<file path="src/rtl/div_pkg.sv">
// Shared types and constants for the parametrised restoring divider.
// Holds the FSM state encoding and the field positions inside the {remainder, quotient} result word.
package div_pkg;

  typedef enum logic [1:0] {
    IDLE,
    BYZERO,
    ON,
    END
  } div_state_e;

  localparam int QUOT_LSB = 0;

  // The remainder starts right above the quotient, whatever the operand width.
  function automatic int rem_lsb(input int width);
    return width;
  endfunction

endpackage

</file>
<file path="src/rtl/div_step.sv">
// One restoring-division iteration: shift in the next dividend bit, then
// subtract the divisor when the shifted partial remainder can take it.
module div_step #(
  parameter int WIDTH = 32
) (
  input  logic [WIDTH-1:0] rem_i,
  input  logic             dvd_bit_i,
  input  logic [WIDTH-1:0] dvs_i,
  output logic [WIDTH-1:0] rem_o,
  output logic             q_bit_o
);

  logic [WIDTH:0]   shifted;
  logic [WIDTH-1:0] diff;

  // The compare is one bit wider than the operands, so the shifted-out MSB
  // still counts. The difference is always below the divisor, so WIDTH bits hold it.
  always_comb begin
    shifted = {rem_i, dvd_bit_i};
    diff    = shifted[WIDTH-1:0] - dvs_i;
    if (shifted >= {1'b0, dvs_i}) begin
      rem_o   = diff;
      q_bit_o = 1'b1;
    end else begin
      rem_o   = shifted[WIDTH-1:0];
      q_bit_o = 1'b0;
    end
  end

endmodule

</file>
<file path="src/rtl/div_param.sv">
// Multi-cycle signed/unsigned restoring divider for the EX-stage HI/LO path.
// It latches operands at start, iterates over the magnitudes, then applies the sign fix-up on entry to END.
module div_param
  import div_pkg::*;
#(
  parameter int WIDTH     = 32,
  parameter bit EARLY_OUT = 1'b1
) (
  input  logic               clk,
  input  logic               rst_n,
  input  logic               signed_div_i,
  input  logic [WIDTH-1:0]   opdata1_i,
  input  logic [WIDTH-1:0]   opdata2_i,
  input  logic               start_i,
  input  logic               annul_i,
  output logic [2*WIDTH-1:0] result_o,
  output logic               ready_o,
  output logic               busy_o,
  output logic               dbz_o,
  output logic               ovf_o
);

  localparam int               CNT_W    = $clog2(WIDTH) + 1;
  localparam int               REM_LSB  = rem_lsb(WIDTH);
  localparam logic [CNT_W-1:0] LAST_CNT = CNT_W'(WIDTH - 1);
  localparam logic [WIDTH-1:0] ONE      = {{(WIDTH-1){1'b0}}, 1'b1};
  localparam logic [WIDTH-1:0] ALL_ONES = '1;
  localparam logic [WIDTH-1:0] MIN_NEG  = {1'b1, {(WIDTH-1){1'b0}}};

  function automatic logic [WIDTH-1:0] negate(input logic [WIDTH-1:0] x);
    return ~x + ONE;
  endfunction

  div_state_e         state_q, state_d;
  logic [CNT_W-1:0]   cnt_q, cnt_d;
  logic [WIDTH-1:0]   dvd_q, dvd_d;   // dividend magnitude, becomes the quotient as it shifts
  logic [WIDTH-1:0]   dvs_q, dvs_d;
  logic [WIDTH-1:0]   rem_q, rem_d;
  logic               sign_q_q, sign_q_d;
  logic               sign_r_q, sign_r_d;
  logic               ovf_pend_q, ovf_pend_d;
  logic [2*WIDTH-1:0] result_q, result_d;
  logic               dbz_q, dbz_d;
  logic               ovf_q, ovf_d;

  logic               accept;
  logic [WIDTH-1:0]   mag1, mag2;
  logic [WIDTH-1:0]   step_rem;
  logic               step_q;
  logic [WIDTH-1:0]   q_final, r_final;

  div_step #(.WIDTH(WIDTH)) u_step (
    .rem_i     (rem_q),
    .dvd_bit_i (dvd_q[WIDTH-1]),
    .dvs_i     (dvs_q),
    .rem_o     (step_rem),
    .q_bit_o   (step_q)
  );

  always_comb begin
    accept  = (state_q == IDLE) && start_i && !annul_i;
    mag1    = (signed_div_i && opdata1_i[WIDTH-1]) ? negate(opdata1_i) : opdata1_i;
    mag2    = (signed_div_i && opdata2_i[WIDTH-1]) ? negate(opdata2_i) : opdata2_i;
    q_final = {dvd_q[WIDTH-2:0], step_q};
    r_final = step_rem;
  end

  // NOTE: every signal assigned below gets a default first, so no path leaves it unassigned and no latch is inferred.
  always_comb begin
    state_d    = state_q;
    cnt_d      = cnt_q;
    dvd_d      = dvd_q;
    dvs_d      = dvs_q;
    rem_d      = rem_q;
    sign_q_d   = sign_q_q;
    sign_r_d   = sign_r_q;
    ovf_pend_d = ovf_pend_q;
    result_d   = result_q;
    dbz_d      = dbz_q;
    ovf_d      = ovf_q;

    unique case (state_q)
      IDLE: begin
        if (accept) begin
          dvd_d      = mag1;
          dvs_d      = mag2;
          rem_d      = '0;
          cnt_d      = '0;
          sign_q_d   = signed_div_i & (opdata1_i[WIDTH-1] ^ opdata2_i[WIDTH-1]);
          sign_r_d   = signed_div_i & opdata1_i[WIDTH-1];
          ovf_pend_d = signed_div_i && (opdata1_i == MIN_NEG) && (opdata2_i == ALL_ONES);
          if (opdata2_i == '0) begin
            state_d = BYZERO;
          end else if (EARLY_OUT && (mag2 > mag1)) begin
            // Zero quotient: the raw dividend is already the signed remainder.
            state_d                      = END;
            result_d[QUOT_LSB +: WIDTH]  = '0;
            result_d[REM_LSB +: WIDTH]   = opdata1_i;
            dbz_d                        = 1'b0;
            ovf_d                        = 1'b0;
          end else begin
            state_d = ON;
          end
        end
      end
      BYZERO: begin
        state_d  = END;
        result_d = '0;
        dbz_d    = 1'b1;
        ovf_d    = 1'b0;
      end
      ON: begin
        if (annul_i) begin
          state_d = IDLE;
        end else begin
          rem_d = step_rem;
          dvd_d = q_final;
          cnt_d = cnt_q + CNT_W'(1);
          if (cnt_q == LAST_CNT) begin
            state_d                     = END;
            result_d[QUOT_LSB +: WIDTH] = sign_q_q ? negate(q_final) : q_final;
            result_d[REM_LSB +: WIDTH]  = sign_r_q ? negate(r_final) : r_final;
            dbz_d                       = 1'b0;
            ovf_d                       = ovf_pend_q;
          end
        end
      end
      END: begin
        state_d = IDLE;
      end
      default: begin
        state_d = IDLE;
      end
    endcase
  end

  // NOTE: the datapath registers are reset too, so a reset mid-divide leaves no stale flags or result visible.
  // NOTE: sequential state uses non-blocking assignments only, so every flop samples the pre-edge values.
  always_ff @(posedge clk or negedge rst_n) begin
    if (!rst_n) begin
      state_q    <= IDLE;
      cnt_q      <= '0;
      dvd_q      <= '0;
      dvs_q      <= '0;
      rem_q      <= '0;
      sign_q_q   <= 1'b0;
      sign_r_q   <= 1'b0;
      ovf_pend_q <= 1'b0;
      result_q   <= '0;
      dbz_q      <= 1'b0;
      ovf_q      <= 1'b0;
    end else begin
      state_q    <= state_d;
      cnt_q      <= cnt_d;
      dvd_q      <= dvd_d;
      dvs_q      <= dvs_d;
      rem_q      <= rem_d;
      sign_q_q   <= sign_q_d;
      sign_r_q   <= sign_r_d;
      ovf_pend_q <= ovf_pend_d;
      result_q   <= result_d;
      dbz_q      <= dbz_d;
      ovf_q      <= ovf_d;
    end
  end

  assign result_o = result_q;
  assign ready_o  = (state_q == END);
  assign busy_o   = (state_q != IDLE);
  assign dbz_o    = dbz_q;
  assign ovf_o    = ovf_q;

endmodule

</file>
<file path="config.mk">
export PLATFORM = sky130hd
export DESIGN_NAME = div_param
export DESIGN_NICKNAME = d
export VERILOG_FILES = /design/src/rtl/div_pkg.sv /design/src/rtl/div_step.sv /design/src/rtl/div_param.sv
export SDC_FILE = /design/constraint.sdc
export NUM_CORES = 1
export LEC_CHECK = 0
export CAP_MARGIN = 40
export CORE_MARGIN = 2
export CORE_UTILIZATION = 52
export DETAILED_ROUTE_END_ITERATION = 8
export PLACE_DENSITY = 0.83
export SYNTH_ARGS = -nofsm -noshare
export SYNTH_HDL_FRONTEND = slang
export SYNTH_SLANG_ARGS = --single-unit
</file>
<file path="constraint.sdc">
create_clock -name clk -period 6.2 [get_ports clk]
set_clock_uncertainty 0.2 [all_clocks]
set_input_delay 0.62 -clock clk [delete_from_list [all_inputs] [get_ports clk]]
set_output_delay 0.62 -clock clk [all_outputs]
set_load 0.01 [all_outputs]
</file>
# ---- Word-level counts from Yosys, hierarchy flattened
# Cells that the tools add are included.
dict set report totals {
  ff_bits 173
  elab_cells 90
}
dict set report op_classes {
  n_reduce_logical 16
  n_eq_ne 12
  n_bitwise 7
  order_cmp 2
  n_addsub 6
  n_mux 36
}
# operator count
set op_table {}
lappend op_table {{64-bit two-way mux} 5}
lappend op_table {{32-bit two-way mux} 9}
lappend op_table {{64-bit case mux with 3 select lines} 1}
lappend op_table {{32-bit by 1-bit adder with 32-bit output, second input constant} 4}
lappend op_table {{32-bit inverter} 4}
lappend op_table {{32-bit case mux with 2 select lines} 2}
lappend op_table {{32-bit == test, second input constant} 2}
lappend op_table {{33-bit by 32-bit >= comparator with 1-bit output} 1}
lappend op_table {{32-bit greater-than comparator} 1}
lappend op_table {{32-bit zero test} 1}
lappend op_table {{32-bit subtractor} 1}
lappend op_table {{6-bit two-way mux} 2}
lappend op_table {{6-bit case mux with 2 select lines} 1}
lappend op_table {{1-bit two-way mux} 9}
lappend op_table {{2-bit two-way mux} 4}
lappend op_table {{2-bit != test, second input constant} 4}
lappend op_table {{2-bit case mux with 4 select lines} 1}
lappend op_table {{6-bit by 1-bit adder with 6-bit output, second input constant} 1}
lappend op_table {{6-bit by 5-bit == test with 1-bit output, second input constant} 1}
lappend op_table {{1-bit logical AND} 6}
lappend op_table {{1-bit case mux with 3 select lines} 2}
lappend op_table {{6-bit AND reduction} 1}
lappend op_table {{2-bit == test, second input constant} 2}
lappend op_table {{2-bit AND reduction} 2}
lappend op_table {{other kinds (10)} 12}

# ---- Depth between registers and ports, before layout
dict set report logic_depth {
  word_depth 8
  depth_mapped 23
  depth_no_buf 21
}

# ---- Cells and area by module
# A second synthesis with hierarchy kept.
dict set report unflattened {
  cells_unflattened 1504
  hier_area_um2 13371.6
}
# module instances area_per_inst_um2 cells_each
set by_module_without_submodules {}
lappend by_module_without_submodules {div_param 1 10872.9 1112}
lappend by_module_without_submodules {div_step 1 2498.6 392}

# ---- Worst setup path before layout
# No wires, ideal clock.
dict set report synth_path {
  path_kind {input -> register}
  startpoint {input port opdata1_i[7]}
  endpoint {register result_q[38] (netlist: result_o[38])}
  slack_ps 1005
  setup_ps 133
  path_buffers 3
  cell_stages 20
  arrival_time_ps 4862
  path_cell_list {or4_1 > nor4_1 > nor2b_1 > clkbuf_1 > nand2_1 > o41ai_1 > xor2_1 > ha_1 > nand4_1 > or3_1 > nor4_1 > nor4bb_1 > o21ai_0 > or3b_2 > a21oi_1 > o41ai_1 > nand3b_1 > clkbuf_1 > clkbuf_1 > a21oi_1}
}
dict set report synth_via {
  elab_chain_len 6
}
# element line_no
set synth_rtl {}
lappend synth_rtl {{start, declared} div_param.sv:12} ;# input logic [WIDTH-1:0] opdata1_i,
lappend synth_rtl {{32-bit inverter} div_param.sv:31} ;# return ~x + ONE;
lappend synth_rtl {{32-bit by 1-bit adder with 32-bit output} div_param.sv:31}
lappend synth_rtl {{32-bit two-way mux (*)} div_param.sv:62} ;# mag1 = (signed_div_i && opdata1_i[WIDTH-1]) ? negate(opdata1_i) : opdata1_i;
lappend synth_rtl {{32-bit greater-than comparator (*)} div_param.sv:94} ;# end else if (EARLY_OUT && (mag2 > mag1)) begin
lappend synth_rtl {{2-bit by 1-bit != test with 1-bit output (no line) (*)} -}
lappend synth_rtl {{6-bit AND reduction (no line) (*)} -}
lappend synth_rtl {{end signal, assigned} div_param.sv:161} ;# result_q <= result_d;
lappend synth_rtl {{end, declared} div_param.sv:42} ;# logic [2*WIDTH-1:0] result_q, result_d;
# Mark *: on every way between the ends. The rest lies on a longest branch, timed or not.
# A chain may end at the register's enable or synchronous reset.

# ---- Worst setup path in the final report
dict set report layout_path {
  startpoint {input port opdata2_i[2]}
  endpoint {register result_q[30] (netlist: result_o[30])}
}
dict set report layout_via {
  elab_chain_len 6
}
# element line_no
set layout_rtl {}
lappend layout_rtl {{start, declared} div_param.sv:13} ;# input logic [WIDTH-1:0] opdata2_i,
lappend layout_rtl {{32-bit inverter} div_param.sv:31}
lappend layout_rtl {{32-bit by 1-bit adder with 32-bit output} div_param.sv:31}
lappend layout_rtl {{32-bit two-way mux} div_param.sv:63} ;# mag2 = (signed_div_i && opdata2_i[WIDTH-1]) ? negate(opdata2_i) : opdata2_i;
lappend layout_rtl {{via mag2[23]} div_param.sv:47} ;# logic [WIDTH-1:0] mag1, mag2;
lappend layout_rtl {{32-bit greater-than comparator} div_param.sv:94}
lappend layout_rtl {{2-bit by 1-bit != test with 1-bit output (no line)} -}
lappend layout_rtl {{6-bit AND reduction (no line)} -}
# The timed path passes the listed nets, and every way through them passes these cells.

==> key figures <==
Timing
  • Peak Freq: 0.174 GHz
  • Ratio of final minimum period to clock period: 0.929
  • # setup viols final: 0
  • Slew Viols, Final: 0
  • Slew at the pin closest to its max-slew limit: 0.986 ns
  • Max-slew headroom at the worst pin: 0.342
  • Final min period: 5.76 ns
  • Final TNS setup: 0 ns
  • RSZ-0062 raised after global routing: false
  • Final Hold Fails: 0

Yosys
  • Cell with the most instances after synthesis: nand2_1
  • Yosys warning total: 0
  • Synthesized area: 13200 sq um
  • Top FF cell, synth: dfrtp_1
  • Synth Instances: 1617
  • Flops & latches, synth: 173
  • Syn_area_per_cell: 8.14 sq um
  • Seq/Total Area, Yosys: 0.329
  • Asr flop ratio synth: 1.00
  • Dominant cells by area after synthesis: dfrtp_1 (33%), ha_1 (7.1%), xor2_1 (6.1%)
  • Synth unique cells: 80
  • Commonest cells in the netlist: nand2_1 (195), dfrtp_1 (173), nor2_1 (149), a21oi_1 (143), o21ai_0 (142)
  • Synth area leader: dfrtp_1
  • EDFF count, synth: 0
  • Syn Nets: 1762
  • Share of the synthesized area in the top cell type: 0.329

Clock tree
  • CTS Buf Count: 17
  • H-tree depth: 4
  • Worst-path clk slew: 0.07 ns
  • Clock sink count: 173
  • CTS root buffer: clkbuf_16
  • CTS tree: built
  • Clk Latency, worst-skew pair: 0.45 ns
  • Clock Path Buffers: 2

Global routing
  • Vias in the first global route: 12223
  • Initial antenna violation count: 2
  • Gr ovfl total: 0
  • Largest net degree at the start of global routing: 67
  • GRT Total Usage: 0.317
  • First-pass GRT wire length: 65500 um

Route
  • Initial drt markers: 1519
  • Avg WL per Cell: 20.6 um
  • # DRC: 0
  • Wirelength, routed: 42500 um
  • 1st-pass router iterations: 6
  • Antenna viol nets, final: 0
  • Via density: 6.28
  • Vias: 12973

Pwr
  • PwrDens: 544 nW/um^2
  • Tot Pwr: 8.46 mW
  • Leakage: 6.67 nW
  • Maximum VDD drop: 517 uV

Worst setup path
  • CP Max Fanout: 30
  • Reg2reg end: result_o[60]
  • CP Capture Type: flop
  • Critical path's slowest cell: clkdlybuf4s50_1
  • Worst EP required: 6.36 ns
  • Reg2reg path depth: 16
  • Crit path largest cell delay: 0.50 ns
  • Critical Path AT: 5.91 ns
  • CP delay by family, top: simple AND/OR/NAND/NOR gates
  • Worst path bufs/invs: 5
  • Worst Setup Path Type: input pin to flop
  • FF-to-FF Start: rem_q[12]
  • R2R setup slack: 0.86 ns
  • CP Depth: 25
  • CP Launch Type: input pin

Hold path
  • Worst Hold Depth: 2
  • Min-delay src: result_o[17]
  • Worst hold path type: flop to flop
  • Hold path endpoint: result_o[17]

Placement
  • Detailed Place HPWL: 32500 um
  • Buffers on Ports: 136
  • GPL Wtd Cong: 0.992
  • Placed insts: 2032

Finish
  • Post-route insts no fill: 2067
  • Nets: 1868
  • Share of post-route cells with drive strength above 1: 0.0639
  • Synth-to-Final Area Change: 18.1%
  • Number of fill cells: 2164
  • Register area: 4330 sq um
  • Post-layout util: 0.621
  • Footprint of the multi-input gates: 8210 sq um

Run
  • Max Cap Viol: 0

Floorplan
  • Core area: 25000 sq um
  • Die width: 163 um
  • Row count: 58
  • Top Ports: 137
  • Die area: 26600 sq um
  • Initial core utilization: 0.526
  • Die height: 163 um

Status
  • Outcome: complete, no violations
-- layout make-up --
| cell class | count | share of cell area |
|---|---|---|
| multi-input combinational | 1284 | 0.528 |
| sequential | 173 | 0.278 |
| timing repair buffer | 173 | 0.110 |
| clock buffer | 17 | 0.0274 |
| tap | 330 | 0.0265 |
| inverter | 74 | 0.0179 |
| clock inverter | 15 | 0.0112 |
| antenna | 1 | 0.000161 |
-- sequential cells by signal (all words and copies together) (netlist names) --
| name | count |
|---|---|
| result_o | 64 |
| state_q | 2 |
| dvd_q | 32 |
| sign_q_q | 1 |
| dbz_o | 1 |
| dvs_q | 32 |
| cnt_q | 6 |
| sign_r_q | 1 |
| ovf_o | 1 |
| ovf_pend_q | 1 |
| rem_q | 32 |
-- cells by family after synthesis --
logic type / synth area share
flip-flops: 0.329
adder cells (fa/ha/maj): 0.0728
AND/OR/NAND/NOR: 0.191
multiplexers: 0.0268
XOR/XNOR: 0.0971
AO/OA/AOI/OAI: 0.235
buffers and inverters: 0.0489
-- where the power goes --
part,total (mW),switching (mW),internal (mW)
Combinational,5.28,3.22,2.06
Clock,1.11,0.503,0.609
Sequential,2.07,0.446,1.62
-- routing by layer --
layer  track usage  up-vias  wire, um
met3        0.0747      121      3980
met2         0.499      666     19200
met4         0.119        2      1600
met5             0        -        16
met1         0.425     6179     17800
li1              -     6005         -
-- cell usage in the layout, fill, tap and decap left out, drive strengths merged, types with 11 or more instances in the layout --
cell type	n
a21o	21
clkbuf	17
or3	16
clkdlybuf4s50	135
o41ai	15
nand3	15
nor2	149
inv	82
a211oi	18
buf	37
nand2	196
nor3	28
or4	11
xnor2	54
nand4	32
mux2i	24
nor4	16
o31ai	37
ha	75
a221oi	12
a31oi	17
o22ai	16
and2	15
nor2b	19
xor2	92
o21ai	146
a21oi	148
dfrtp	173
-- stage by stage --
stage / hold slack [ns] / setup WS (ns) / area (sq um)
after floorplan: 0.124 / 1.01 / 13200
after global placement: 0.263 / 0.264 / 14900
after detailed placement: 0.266 / 0.0335 / 14900
after CTS: 0.281 / 0.441 / 15500
after global routing: 0.306 / 0.0985 / 15600
final: 0.280 / 0.443 / 15600
-- worst register-to-register path: stages, from the launching register on --
cell and delay (ns):
dfrtp_1 0.45, ha_1 0.47, nand4_1 0.23, nor4_1 0.56
a31oi_1 0.15, o211ai_1 0.28, a21o_2 0.38, inv_1 0.14
mux2i_1 0.29, ha_1 0.31, nand2_1 0.13, a21oi_1 0.16
a41oi_1 0.24, a2111o_1 0.58, o21ai_0 0.27, xor2_1 0.28
o22ai_1 0.12
-- worst max-delay path by stage --
stage	from	to	slack, ns
after floorplan	opdata1_i[7]	result_o[38]	1.01
after global placement	opdata1_i[7]	result_o[58]	0.26
after detailed placement	opdata1_i[7]	result_o[30]	0.03
after CTS	opdata1_i[7]	result_o[30]	0.44
after global routing	opdata2_i[2]	result_o[30]	0.1
final	opdata2_i[2]	result_o[30]	0.44
-- repair_timing --
| action | in CTS | in global routing |
|---|---|---|
| setup endpoints to repair | 0 | 4 |
| hold endpoints to repair | 37 | 0 |
| resized for setup | 0 | 2 |
| hold buffers | 1 | 0 |
| buffers inserted | 0 | 1 |
(Power assumes the default switching activity.)
